$ cat src/rtl/obuf_pkg.sv
// Shared definitions for the systolic-array output-buffer control path.
// Used by obuf_seq_ctrl and by the array top-level controller.
//   state_t     : sequencer state encoding (IDLE -> LOAD -> DRAIN)
//   LOAD_CYC    : fill-window length for the default array geometry
//   load_cyc_f  : fill-window length for an arbitrary geometry
//   cnt_w       : bit width of a counter that must hold 0 .. max_val
package obuf_pkg;

  typedef enum logic [1:0] {
    ST_IDLE  = 2'd0,
    ST_LOAD  = 2'd1,
    ST_DRAIN = 2'd2
  } state_t;

  localparam int ARRAYWIDTH_DEF = 4;
  localparam int DSP_DELAY_DEF  = 3;
  localparam int LOAD_CYC       = ARRAYWIDTH_DEF * DSP_DELAY_DEF;

  // One column strobe every DSP_DELAY cycles across all columns.
  function automatic int load_cyc_f(input int array_width, input int dsp_delay);
    return array_width * dsp_delay;
  endfunction

  function automatic int cnt_w(input int max_val);
    return (max_val < 1) ? 1 : $clog2(max_val + 1);
  endfunction

endpackage

$ cat src/rtl/obuf_seq_ctrl.sv
// Sequencer for the systolic-array output buffer.
// On acc_done it opens exactly one continuous load window of LOAD_CYC cycles
// (so the buffer's phase counter finishes back at its reset phase), then
// drains DRAIN_LEN words to the writeback path under valid/ready.
// A result arriving while a tile is still in flight is dropped and flagged.
// Ports:
//   clk, rst   : clock, synchronous active-high reset
//   acc_done   : 1-cycle pulse, first column valid on the buffer input
//   out_ready  : downstream accepts a word this cycle
//   clr_err    : clears the sticky error flag
//   load_en    : buffer load enable (high for the whole fill window)
//   out_en     : buffer shift-out strobe (valid & ready)
//   out_valid  : buffer output word valid
//   out_last   : current valid word is the tile's last
//   busy       : sequencer not idle
//   done       : 1-cycle pulse after the final drain beat
//   err        : sticky, acc_done received while busy
module obuf_seq_ctrl
  import obuf_pkg::*;
#(
  parameter int ARRAYWIDTH = ARRAYWIDTH_DEF,
  parameter int DSP_DELAY  = DSP_DELAY_DEF,
  parameter int DRAIN_LEN  = ARRAYWIDTH
) (
  input  logic clk,
  input  logic rst,
  input  logic acc_done,
  input  logic out_ready,
  input  logic clr_err,
  output logic load_en,
  output logic out_en,
  output logic out_valid,
  output logic out_last,
  output logic busy,
  output logic done,
  output logic err
);

  localparam int LOAD_LEN = load_cyc_f(ARRAYWIDTH, DSP_DELAY);
  localparam int LW       = cnt_w(LOAD_LEN);
  localparam int BW       = cnt_w(DRAIN_LEN);

  localparam logic [LW-1:0] LOAD_TOP   = LW'(LOAD_LEN - 1);
  localparam logic [BW-1:0] BEAT_LAST  = BW'(DRAIN_LEN - 1);
  localparam logic [BW-1:0] BEAT_TERM  = BW'(DRAIN_LEN);

  state_t          state, state_nxt;
  logic [LW-1:0]   load_cnt;
  logic [BW-1:0]   beat_cnt;
  logic            load_end;
  logic            accept;

  assign load_end = (state == ST_LOAD) && (load_cnt == '0);
  assign accept   = (state == ST_IDLE) && acc_done;

  // State register.
  // NOTE: sequential state uses <= so every flop samples pre-edge values;
  // blocking here would make the result depend on process ordering.
  always_ff @(posedge clk) begin
    if (rst) state <= ST_IDLE;
    else     state <= state_nxt;
  end

  // Next-state logic.
  // NOTE: state_nxt gets a default before the case so no path leaves it
  // unassigned, which would otherwise infer a latch.
  always_comb begin
    state_nxt = state;
    unique case (state)
      ST_IDLE:  if (acc_done)            state_nxt = ST_LOAD;
      ST_LOAD:  if (load_end)            state_nxt = ST_DRAIN;
      ST_DRAIN: if (out_en && out_last)  state_nxt = ST_IDLE;
      default:                           state_nxt = ST_IDLE;
    endcase
  end

  // Outputs decoded from state; out_en is the only path that is
  // combinational on an input (out_ready).
  always_comb begin
    load_en   = (state == ST_LOAD);
    out_valid = (state == ST_DRAIN);
    busy      = (state != ST_IDLE);
    out_last  = out_valid && (beat_cnt == BEAT_LAST);
    out_en    = out_valid && out_ready;
  end

  // Load window counter: LOAD_TOP down to 0, holds at 0.
  always_ff @(posedge clk) begin
    if (rst)                                load_cnt <= '0;
    else if (accept)                        load_cnt <= LOAD_TOP;
    else if (state == ST_LOAD && !load_end) load_cnt <= load_cnt - 1'b1;
  end

  // Drain beat counter: cleared on entering DRAIN, steps once per accepted
  // word, saturates at DRAIN_LEN.
  always_ff @(posedge clk) begin
    if (rst)                                  beat_cnt <= '0;
    else if (load_end)                        beat_cnt <= '0;
    else if (out_en && beat_cnt != BEAT_TERM) beat_cnt <= beat_cnt + 1'b1;
  end

  always_ff @(posedge clk) begin
    if (rst) done <= 1'b0;
    else     done <= out_en && out_last;
  end

  // A dropped result wins over a same-cycle clear so it is never lost.
  always_ff @(posedge clk) begin
    if (rst)                   err <= 1'b0;
    else if (acc_done && busy) err <= 1'b1;
    else if (clr_err)          err <= 1'b0;
  end

endmodule

$ cat config.mk
export PLATFORM = sky130hd
export DESIGN_NAME = obuf_seq_ctrl
export DESIGN_NICKNAME = d
export VERILOG_FILES = /design/src/rtl/obuf_pkg.sv /design/src/rtl/obuf_seq_ctrl.sv
export SDC_FILE = /design/constraint.sdc
export NUM_CORES = 1
export LEC_CHECK = 0
export ABC_AREA = 0
export CAP_MARGIN = 5
export CORE_MARGIN = 1
export CORE_UTILIZATION = 30
export CTS_BUF_LIST = sky130_fd_sc_hd__clkbuf_4 sky130_fd_sc_hd__clkbuf_8
export DETAILED_ROUTE_END_ITERATION = 8
export SETUP_SLACK_MARGIN = 0.1
export SYNTH_ARGS = -nofsm -noshare
export SYNTH_HDL_FRONTEND = slang
export SYNTH_SLANG_ARGS = --single-unit
$ cat constraint.sdc
create_clock -name clk -period 1.7 [get_ports clk]
set_clock_uncertainty 0.1 [all_clocks]
set_input_delay 0.34 -clock clk [delete_from_list [all_inputs] [get_ports clk]]
set_output_delay 0.34 -clock clk [all_outputs]
set_load 0.05 [all_outputs]
==> results.ini <==
[outcome]
run_status = finished clean

[finish]
layout.nets = 100
instances_no_fill = 115
stdcell_area_um2 = 942
final_layout_size_suffix_gt1_share_pct = 47.8
syn2layout_area_growth_pct = 66.2
antenna_cells = 0

[yosys]
synth_area_leaders = dfxtp_1 (39%), ha_1 (8.8%), a21oi_1 (5.3%), a211oi_1 (5.3%), inv_1 (5.3%)
muxShareOfSynthArea_pct = 0
synth.top_cells.by_count = dfxtp_1 (11), inv_1 (8), a21oi_1 (6)
synth_edf_count = 0
yosys.area.top_type_share_pct = 38.9
synthArstFlopShare_pct = 0
netlist_area_um2 = 567
seq_area_frac_synth_pct = 38.9
syn_avg_cell_area_um2 = 8.72
synth_most_common_cell = dfxtp_1
synth_compound_area_share_pct = 22.1
ys.flop_type = dfxtp_1
synth_top_family_by_area = simple AND/OR/NAND/NOR gates
ys_seq_elements = 11
synth_fa_ha_area_share_pct = 8.83
synth.distinct_cells = 25
synth_top_area_cell = dfxtp_1
synth-xor-area-share_pct = 0
syn_inst = 65
synthSimpleGateAreaFrac_pct = 24.3
syn_nets = 74
yosys_warnings = 0

[worst_setup_path]
cp-startpoint = beat_cnt[1]
crit_end = out_last
cp.arrival_ns = 1.19
path_class = register to primary output
worst_setup_path_start_kind = register
worstSetupEndpointType = primary output
r2r_setup_slack_ns = 0.13
r2r_start = load_cnt[1]
path_max_fanout = 3
reg2reg_to = load_cnt[2]
reg2regPathDepth = 5
cp_data_required_time_ns = 1.26

[global_routing]
grt_max_degree = 10
grt_pass1_wl_mm = 2.25
gr-total-overflow = 0
antenna_found_initial = 0
grt_usage_pct = 15.2
grt_pass1_vias = 546

[sta]
rsz0062_at_grt = true
max_slew.worst_pin.slew_ns = 0.351
slew_viol_final = 0
finalCritPeriodShare_pct = 96.2
relSlewSlack_pct = 76.5
period_minus_slack_ns = 1.63
finalSetupViolCount = 0
tns_ns = 0
layout_setup_ws_ns = 0.0651
fmax_mhz = 612
hold_viol = 0

[drt]
dr.first_iter.drc_count = 4
routedWlPerCell_um = 12.1
first_pass_iters = 2
drt-vias-per-instance = 4.84
detail-route-antenna-nets = 0
drc = 0
vias = 557
wl_mm = 1.39

[die]
ios = 12
dieArea_um2 = 2070
die_x_um = 45.5
start_util_pct = 32.5
fp-row-count = 15
core_um2 = 1750
die_h_um = 45.5

[pwr]
vdd_drop_max_mv = 0.501
leakage_nw = 0.363
power_uw = 822
power_density_nw_per_um2 = 873

[min_path]
hp-class = register to register

[cts]
clock-sinks = 11
cts_tree = yes
htree_levels = 1
cts_hold_buf = 0
clkTransAtPathRegs_ns = 0.08
clkLatencyLatePin_ns = 0.26
cts_root_buffer = clkbuf_4
cts_max_path_buffers = 2
cts_made_buffers = 3

[flow_run]
drv_cap = 0

[placement]
io_buffers = 11
place_hpwl_um = 888
placed_cell_area_um2 = 773
place_congestion = 0.716
dp.cells = 103
pre_cts_ws_ns = 0.0637

## how the worst min path moves through the flow
stage,start,to,slack (ns),cells past startpoint
2_1_floorplan,load_cnt[3],load_cnt[3],0.36,2
3_3_place_gp,err,err,0.37,2
3_5_place_dp,err,err,0.37,2
4_1_cts,err,err,0.38,2
5_1_grt,err,err,0.42,2
6_report,err,err,0.38,2
## through the flow
step	hold WS, ns	util, %
4_1_cts	0.382	49.7
2_1_floorplan	0.361	-
6_report	0.376	54.0
3_5_place_dp	0.370	44.3
3_3_place_gp	0.366	44.3
5_1_grt	0.421	54.0
## cells in the final DEF, fill, tap and decap left out, drive strengths merged, types with 2 or more instances in the layout
cell type	count
o21ai	4
a21oi	6
ha	4
nand2	3
buf	18
nand3	2
inv	7
clkdlybuf4s50	3
nand2b	3
dfxtp	11
clkbuf	4
nor2	3
and2	2
nor3b	3
a211oi	5
## cell type report
| cell class | count | area (um2) |
|---|---|---|
| clock buffers | 4 | 30.0 |
| fillers | 174 | 803 |
| inverters | 8 | 36.3 |
| multi-input cells | 45 | 377 |
| flip-flops and latches | 11 | 231 |
| well taps | 25 | 31.3 |
| repair buffers | 22 | 236 |
## flip-flops by register name (all words and copies together) (netlist names)
name / cells
load_cnt: 4
state: 2
err: 1
done: 1
beat_cnt: 3
## routing by layer
layer / up-vias / track usage (%) / wire [um]
li1: 281 / - / -
met5: - / 0 / 0
met4: 0 / 9.09 / 9
met2: 7 / 27.1 / 726
met3: 2 / 2.78 / 34
met1: 267 / 16.5 / 619
## worst max-delay path, stage by stage, from the launching register on
cell and delay, ns:
dfxtp_2 0.34, ha_4 0.16, ha_4 0.15, and2_4 0.14
buf_12 0.14
## what timing repair did
item	4_1_cts	5_1_grt
pin swaps	1	3
gates resized for setup	14	11
setup endpoints to repair	6	9
hold endpoints to repair	0	0
setup buffers	5	3
## power by group
group	internal, mW	switching (mW)
logic	0.161	0.156
registers	0.282	0.0266
clock network	0.107	0.0898
## logic make-up after synthesis
logic type	after synthesis
compound gates	19
fa+ha+maj	4
buf+inv	9
flops	11
simple gates	22
No activity file was read; power rests on OpenSTA's default activity.
